--- config.mk ---
export PLATFORM = sky130hd
export DESIGN_NAME = regfile_wr_arb
export DESIGN_NICKNAME = d
export VERILOG_FILES = /design/src/rtl/regfile_wr_arb.sv
export SDC_FILE = /design/constraint.sdc
export NUM_CORES = 1
export LEC_CHECK = 0
export CAP_MARGIN = 20
export CORE_AREA = 2 2 139 141
export DETAILED_ROUTE_END_ITERATION = 12
export DIE_AREA = 0 0 141 143
export PLACE_DENSITY_LB_ADDON = 0.3
export SETUP_SLACK_MARGIN = 0.2
export SLEW_MARGIN = 25
export SYNTH_ARGS = -nofsm -noshare
export SYNTH_HDL_FRONTEND = slang
export SYNTH_SLANG_ARGS = --single-unit
--- constraint.sdc ---
create_clock -name clk -period 2.14 [get_ports clk]
set_input_delay 0.428 -clock clk [delete_from_list [all_inputs] [get_ports clk]]
set_output_delay 0.428 -clock clk [all_outputs]
set_load 0.1 [all_outputs]
--- src/rtl/regfile_wr_arb.sv ---
// Round-robin write-port arbiter for a 4-requester register file with a
// registered write port and an 8-entry pending-write scoreboard.
module regfile_wr_arb #(
  parameter int DATA_W = 64
) (
  input  logic              clk,
  input  logic              rst_n,
  input  logic [3:0]        req,
  input  logic [2:0]        waddr0,
  input  logic [2:0]        waddr1,
  input  logic [2:0]        waddr2,
  input  logic [2:0]        waddr3,
  input  logic [DATA_W-1:0] wdata0,
  input  logic [DATA_W-1:0] wdata1,
  input  logic [DATA_W-1:0] wdata2,
  input  logic [DATA_W-1:0] wdata3,
  output logic [3:0]        gnt,
  output logic              rf_wen,
  output logic [2:0]        rf_waddr,
  output logic [DATA_W-1:0] rf_wdata,
  input  logic              resv_valid,
  input  logic [2:0]        resv_addr,
  input  logic              flush,
  output logic [7:0]        busy
);

  localparam int NREQ = 4;

  logic [2:0]        waddr_arr [NREQ];
  logic [DATA_W-1:0] wdata_arr [NREQ];

  logic [1:0]        last_winner_q, last_winner_d;
  logic              rf_wen_q, rf_wen_d;
  logic [2:0]        rf_waddr_q, rf_waddr_d;
  logic [DATA_W-1:0] rf_wdata_q, rf_wdata_d;
  logic [7:0]        busy_q, busy_d;

  logic              grant_any;
  logic [1:0]        win_idx;
  logic [1:0]        cand;

  assign waddr_arr[0] = waddr0;
  assign waddr_arr[1] = waddr1;
  assign waddr_arr[2] = waddr2;
  assign waddr_arr[3] = waddr3;
  assign wdata_arr[0] = wdata0;
  assign wdata_arr[1] = wdata1;
  assign wdata_arr[2] = wdata2;
  assign wdata_arr[3] = wdata3;

  // Search from the requester after the last winner; offset 4 wraps back to
  // the last winner itself so it is considered last.
  always_comb begin
    grant_any = 1'b0;
    win_idx   = 2'd0;
    cand      = 2'd0;
    gnt       = 4'b0000;
    for (int k = 1; k <= NREQ; k++) begin
      cand = last_winner_q + 2'(k);
      if (!grant_any && req[cand]) begin
        grant_any = 1'b1;
        win_idx   = cand;
      end
    end
    if (!rst_n) begin
      grant_any = 1'b0;
    end
    if (grant_any) begin
      gnt[win_idx] = 1'b1;
    end
  end

  always_comb begin
    last_winner_d = last_winner_q;
    rf_wen_d      = grant_any;
    rf_waddr_d    = rf_waddr_q;
    rf_wdata_d    = rf_wdata_q;
    busy_d        = busy_q;
    if (grant_any) begin
      last_winner_d              = win_idx;
      rf_waddr_d                 = waddr_arr[win_idx];
      rf_wdata_d                 = wdata_arr[win_idx];
      busy_d[waddr_arr[win_idx]] = 1'b0;
    end
    // A new reservation outranks the completing write; flush outranks both.
    if (resv_valid) begin
      busy_d[resv_addr] = 1'b1;
    end
    if (flush) begin
      busy_d = 8'h00;
    end
  end

  always_ff @(posedge clk) begin
    if (!rst_n) begin
      last_winner_q <= 2'd3;
      rf_wen_q      <= 1'b0;
      rf_waddr_q    <= 3'd0;
      rf_wdata_q    <= '0;
      busy_q        <= 8'h00;
    end else begin
      last_winner_q <= last_winner_d;
      rf_wen_q      <= rf_wen_d;
      rf_waddr_q    <= rf_waddr_d;
      rf_wdata_q    <= rf_wdata_d;
      busy_q        <= busy_d;
    end
  end

  assign rf_wen   = rf_wen_q;
  assign rf_waddr = rf_waddr_q;
  assign rf_wdata = rf_wdata_q;
  assign busy     = busy_q;

endmodule

==> results.tsv, run 1 <==
stage	metric	value	unit
status	status	finished, final reports clean	
global_routing	grt_pass1_wl	30100	um
setup_path	critPathArrivalTime	1.67	ns
global_routing	grt_usage	19.2	%
sta	worst_slack	0.0430	ns
routing	drc	0	
synthesis	syn_inst	531	
routing	wire_per_inst	17.3	um
sta	final-max-slew-violation-count	0	
clock_network	clkTransAtPathRegs	0.06	ns
place	gp_congestion	0.816	
synthesis	syn-num-nets	810	
floorplan	die_h	143	um
routing	ant_nets	0	
place	dp_hpwl	15200	um
place	pre_cts_slack	-0.457	ns
setup_path	cp.required	1.71	ns
sta	setup_violations	0	
global_routing	grt_pass1_vias	5601	
routing	m1WireLength	7870	um
setup_path	end_kind	output port	
power	swShare	41.0	%
power	total_leakage_power	4.25	nW
synthesis	synth_flop_cell	dfxtp_1	
clock_network	cts_made_buffers	9	
finish	area_growth	106	%
floorplan	initial_core_util	25.8	%
sta	relSlewSlack	70.9	%
power	pwr-share-clk	22.1	%
finish	utilization	53.1	%
sta	fin_skew	0.00707	ns
floorplan	fp.dieArea	20200	um^2
floorplan	io_pins	359	
hold_path	min_path_type	register to register	
synthesis	synth.most_common_cell	nand2_1	
clock_network	clock_path_buffers	2	
routing	routed_wl	20300	um
power	p_int	4.35	mW
power	power.switching	3.02	mW
routing	routed_via_density	4.82	
synthesis	yosysUniqueCellTypes	31	
run	cap_viol_max_count	0	
floorplan	dieWidth	141	um
floorplan	floorplan.rows	50	
synthesis	synthArstFlopShare	0	%
finish	drive_above_1_share	24.2	%
setup_path	startpoint_type	input port	
global_routing	grt_antenna_before_repair	1	
clock_network	clockRootBuffer	clkbuf_16	
routing	route.met2.wl	10500	um
routing	dr.pass1.iters	4	
power	p_comb_share	54.3	%
floorplan	core-area	18600	um^2
synthesis	synth.top_cell.area_share	32.6	%
sta	rsz0062_at_grt	true	
sta	period_needed	2.10	ns
clock_network	cts_sinks	78	
finish	nFillCells	1725	
sta	hold_viol	0	
synthesis	yosysTopAreaCell	dfxtp_1	
synthesis	synth-seq-cells	78	
finish	nNetsFinal	1209	
power	seqPwrFrac	23.6	%
synthesis	synth_area	4790	um^2
routing	wl_met3	1460	um
clock_network	cts_tree	done	
synthesis	seq_area_frac_synth	32.6	%
clock_network	clk_latency	0.34	ns
sta	post-route-period-util	98.0	%
routing	vias	5636	
clock_network	htree_num_levels	3	
power	power	7.37	mW
power	ir_drop	0.000347	V
setup_path	critPathMaxFanout	4	
synthesis	syn-mean-instance-area	9.02	um^2
synthesis	ys_warn_count	0	
routing	top_layer	met4	
synthesis	synth.area.top_cells	dfxtp_1 (33%), mux2i_1 (27%), a32o_1 (13%)	
synthesis	synth_commonest_cells	nand2_1 (136), mux2i_1 (131), dfxtp_1 (78)	
setup_path	critPathKind	input port to output port	
routing	drt_first_iter_violations	184	
synthesis	synth-edff-count	0	
sta	tightest_slew	0.437	ns
global_routing	grt_max_degree	40	
sta	timing.hold.ws	0.465	ns
sta	fmaxAchievable	477	MHz
global_routing	overflow	0	
place	numPortBuffers	358	
power	power_density	747	nW/um^2
-- worst max-delay path, cell delays in order --
cell and delay [ns]:
clkdlybuf4s15_2 0.21, buf_4 0.16, nor4_4 0.29, nand2b_4 0.20, inv_4 0.04, and3_4 0.18, buf_12 0.16
-- through the flow --
stage	setup TNS [ns]	cell area [um^2]	cells
3_3_place_gp	-28.12	8810	1132
4_1_cts	0	9730	1166
5_1_grt	-0.244	9860	1169
3_5_place_dp	-30.55	8810	1132
2_1_floorplan	-0.357	4940	531
6_report	0	9860	1169
-- power groups by stage --
| stage | sequential, mW | combinational (mW) | clock [mW] |
|---|---|---|---|
| after CTS | 1.74 | 3.95 | 1.68 |
| after global routing | 1.76 | 4.19 | 1.73 |
| final | 1.74 | 4.00 | 1.63 |
| after floorplan | 3.02 | 1.15 | 0 |
| after global placement | 1.76 | 3.54 | 0 |
| after detailed placement | 1.77 | 3.55 | 0 |
-- state kept, by name, indices dropped and copies added, names as in the netlist --
register,cells
rf_wdata,64
busy,8
rf_waddr,3
last_winner_q,2
rf_wen,1
-- cell families (layout without fill, tap and decap cells) --
| group | count (synthesis) | in the layout | share of synthesized area [%] |
|---|---|---|---|
| DFF | 78 | 78 | 32.6 |
| AOI/OAI and AO/OA | 95 | 95 | 17.6 |
| muxes | 131 | 131 | 27.4 |
| other | 0 | 1 | 0 |
| and+or+nand+nor | 183 | 183 | 16.5 |
| buffers and inverters | 44 | 447 | 5.88 |
-- cell usage in the layout, fill, tap and decap left out, drive strengths merged --
| cell | netlist | routed |
|---|---|---|
| a22o | 3 | 3 |
| nor3b | 4 | 4 |
| dfxtp | 78 | 78 |
| clkdlybuf4s50 | 0 | 274 |
| nor4 | 1 | 1 |
| a31oi | 1 | 1 |
| diode | 0 | 1 |
| a21o | 2 | 2 |
| nor2b | 2 | 2 |
| o22ai | 1 | 1 |
| or3 | 1 | 1 |
| and2 | 6 | 6 |
| nand2 | 136 | 136 |
| clkdlybuf4s15 | 0 | 3 |
| mux2i | 131 | 131 |
| nand3 | 2 | 2 |
| clkinvlp | 0 | 1 |
| o311a | 1 | 1 |
| clkbuf | 21 | 12 |
| inv | 1 | 1 |
| and2b | 1 | 1 |
| o21ai | 12 | 12 |
| nand2b | 9 | 9 |
| and3 | 3 | 3 |
| buf | 22 | 153 |
| bufinv | 0 | 2 |
| clkinv | 0 | 1 |
| a32o | 64 | 64 |
| nor3 | 7 | 7 |
| a21oi | 11 | 11 |
| nor2 | 11 | 11 |
-- final cells by class --
type | instances | area (um^2) | area share (%)
antenna | 1 | 2.50 | 0.0254
clock buffer | 11 | 233 | 2.36
clock inverter | 4 | 72.6 | 0.736
inverter | 1 | 6.26 | 0.0634
multi-input combinational | 409 | 3210 | 32.5
sequential | 78 | 1560 | 15.9
tap | 234 | 293 | 2.97
timing repair buffer | 431 | 4490 | 45.5
-- metal layers --
layer,global-route usage (%),up-vias
li1,-,2760
met3,4.93,26
met2,35.2,229
met5,0,-
met1,21.7,2621
met4,6.74,0
-- what timing repair did --
| item | in CTS | in global routing |
|---|---|---|
| hold buffers | 0 | 0 |
| endpoints found under the setup margin | 79 | 79 |
| endpoints found under the hold margin | 0 | 0 |
| resized for setup | 89 | 30 |
| gates cloned | 8 | 0 |
| buffers inserted | 11 | 2 |
| pin swaps | 80 | 57 |
-- path summary, 6_finish.rpt --
check | start | end | slack (ns) | cells after the start
max | req[1] | gnt[2] | 0.04 | 7
min | rf_wdata[12] | rf_wdata[12] | 0.47 | 1
max reg2reg | last_winner_q[0] | rf_wdata[55] | 0.08 | 9
min reg2reg | rf_wdata[12] | rf_wdata[12] | 0.47 | 1
(Power assumes the default switching activity.)
==> run 2: changes to the inputs <==
SLEW_MARGIN = 0   (was 25)
==> results of run 2 <==
The final DEF is identical to that of run 1; final timing and power are the same.
==> run 3: changes to the inputs <==
GPL_TIMING_DRIVEN = 0   (was not set)
==> results.tsv, run 3 (same netlist as run 1, synthesis figures left out) <==
stage	metric	value	unit
routing	dr.pass1.iters	4	
clock_network	clkTransAtPathRegs	0.06	ns
sta	fmaxAchievable	448	MHz
routing	ant_nets	0	
clock_network	clockRootBuffer	clkbuf_16	
routing	vias	5700	
global_routing	grt_usage	19.6	%
global_routing	grt_pass1_wl	30400	um
power	power	7.52	mW
status	status	complete, but fails checks	
setup_path	critPathKind	register to output port	
sta	post-route-period-util	104	%
routing	drt_first_iter_violations	207	
sta	fin_skew	0.00534	ns
place	pre_cts_slack	-1.65	ns
sta	timing.hold.ws	0.461	ns
power	p_comb_share	54.2	%
floorplan	fp.dieArea	20200	um^2
setup_path	critPathArrivalTime	1.80	ns
finish	drive_above_1_share	24.0	%
sta	period_needed	2.23	ns
power	seqPwrFrac	23.1	%
routing	routed_via_density	4.83	
power	ir_drop	0.000371	V
power	power_density	740	nW/um^2
power	total_leakage_power	4.22	nW
power	power.switching	3.09	mW
setup_path	end_kind	output port	
global_routing	grt_antenna_before_repair	2	
sta	relSlewSlack	35.4	%
clock_network	ctsHoldBuffers	0	
finish	layout_commonest_cell	clkdlybuf4s50_1	
routing	wire_per_inst	18.8	um
sta	tightest_slew	0.973	ns
floorplan	floorplan.rows	50	
finish	layout_common_cells	clkdlybuf4s50_1 (273), nand2_1 (136), mux2i_1 (109)	
clock_network	cts_tree	done	
sta	final-max-slew-violation-count	0	
finish	nNetsFinal	1220	
setup_path	startpoint_type	register	
power	p_int	4.43	mW
routing	drc	0	
sta	worst_slack	-0.0918	ns
clock_network	htree_num_levels	3	
global_routing	grt_pass1_vias	5627	
finish	area_growth	112	%
floorplan	io_pins	359	
clock_network	clk_latency	0.34	ns
finish	largest_reg_flops	64	
setup_path	cpPeakStageDelay	0.35	ns
floorplan	core-area	18600	um^2
routing	routed_wl	22100	um
floorplan	dieWidth	141	um
setup_path	cp_slowest_cell	dfxtp_2	
setup_path	critPathMaxFanout	4	
sta	rsz0062_at_grt	true	
clock_network	cts_sinks	78	
place	dp_hpwl	16000	um
clock_network	clock_path_buffers	2	
global_routing	overflow	0	
clock_network	cts_made_buffers	9	
floorplan	die_h	143	um
power	pwr-share-clk	22.7	%
power	swShare	41.1	%
hold_path	min_path_type	register to register	
place	numPortBuffers	358	
setup_path	crit_path_cell_trace	and2b_2, nor2_4, a21o_1, buf_6, buf_8, and3_4, buf_12	
status	violations	setup timing	
place	post_dp_cell_area	8810	um^2
place	gp_congestion	0.811	
finish	stdcell_area	10200	um^2
run	cap_viol_max_count	0	
floorplan	initial_core_util	25.8	%
sta	hold_viol	0	
sta	setup_violations	32	
setup_path	cp.required	1.71	ns
global_routing	grt_max_degree	13	
[run 3: final cells by class]
type	count	area (um^2)
repair buffers	399	4290
plain buffers	43	464
clock inverters	4	70.1
diodes	1	2.50
inverters	1	6.26
multi-input cells	409	3230
well taps	234	293
fillers	1684	8410
flip-flops and latches	78	1560
clock buffers	11	253
[run 3: what timing repair did]
| action | 4_1_cts | 5_1_grt |
|---|---|---|
| setup endpoints to repair | 157 | 87 |
| pin swaps | 7 | 26 |
| buffers inserted | 12 | 13 |
| gates resized for setup | 290 | 76 |
| cloned | 0 | 16 |
[run 3: through the flow]
step | util [%] | setup TNS [ns] | cells
global route | 54.7 | -6.28 | 1180
finish | 54.7 | -0.733 | 1180
floorplan | - | -0.357 | 531
CTS | 50.8 | -1.07 | 1150
global placement | 47.4 | -65.81 | 1123
detailed placement | 47.4 | -69.15 | 1123
[run 3: power groups by stage]
stage                     clock, mW  sequential, mW  combinational, mW
after floorplan                   0            3.02               1.15
after global placement            0            1.76               3.56
after detailed placement          0            1.77               3.58
after CTS                      1.74            1.74               3.64
after global routing           1.80            1.76               4.26
final                          1.70            1.74               4.08
[run 3: worst paths after layout]
path	slack (ns)	cells past startpoint	to	from
setup / recovery	-0.09	7	gnt[0]	last_winner_q[0]
hold reg to reg	0.46	1	rf_wdata[14]	rf_wdata[14]
hold / removal	0.46	1	rf_wdata[14]	rf_wdata[14]
setup reg to reg	-0.07	9	rf_wdata[33]	last_winner_q[0]
[run 3: worst max-delay path: cells and delay by family (launching register included)]
| kind | cells | cell delay (ns) |
|---|---|---|
| AOI/OAI and AO/OA | 1 | 0.15 |
| buffers and inverters | 3 | 0.40 |
| DFF | 1 | 0.35 |
| and+or+nand+nor | 3 | 0.56 |
[run 3: routing by layer]
metal / vias up / part of all wire, % / GRT usage (%)
li1: 2777 / - / -
met1: 2657 / 39 / 21.8
met2: 236 / 51 / 35.0
met3: 30 / 7.7 / 7.11
met4: 0 / 2.1 / 6.16
met5: - / 0 / 0
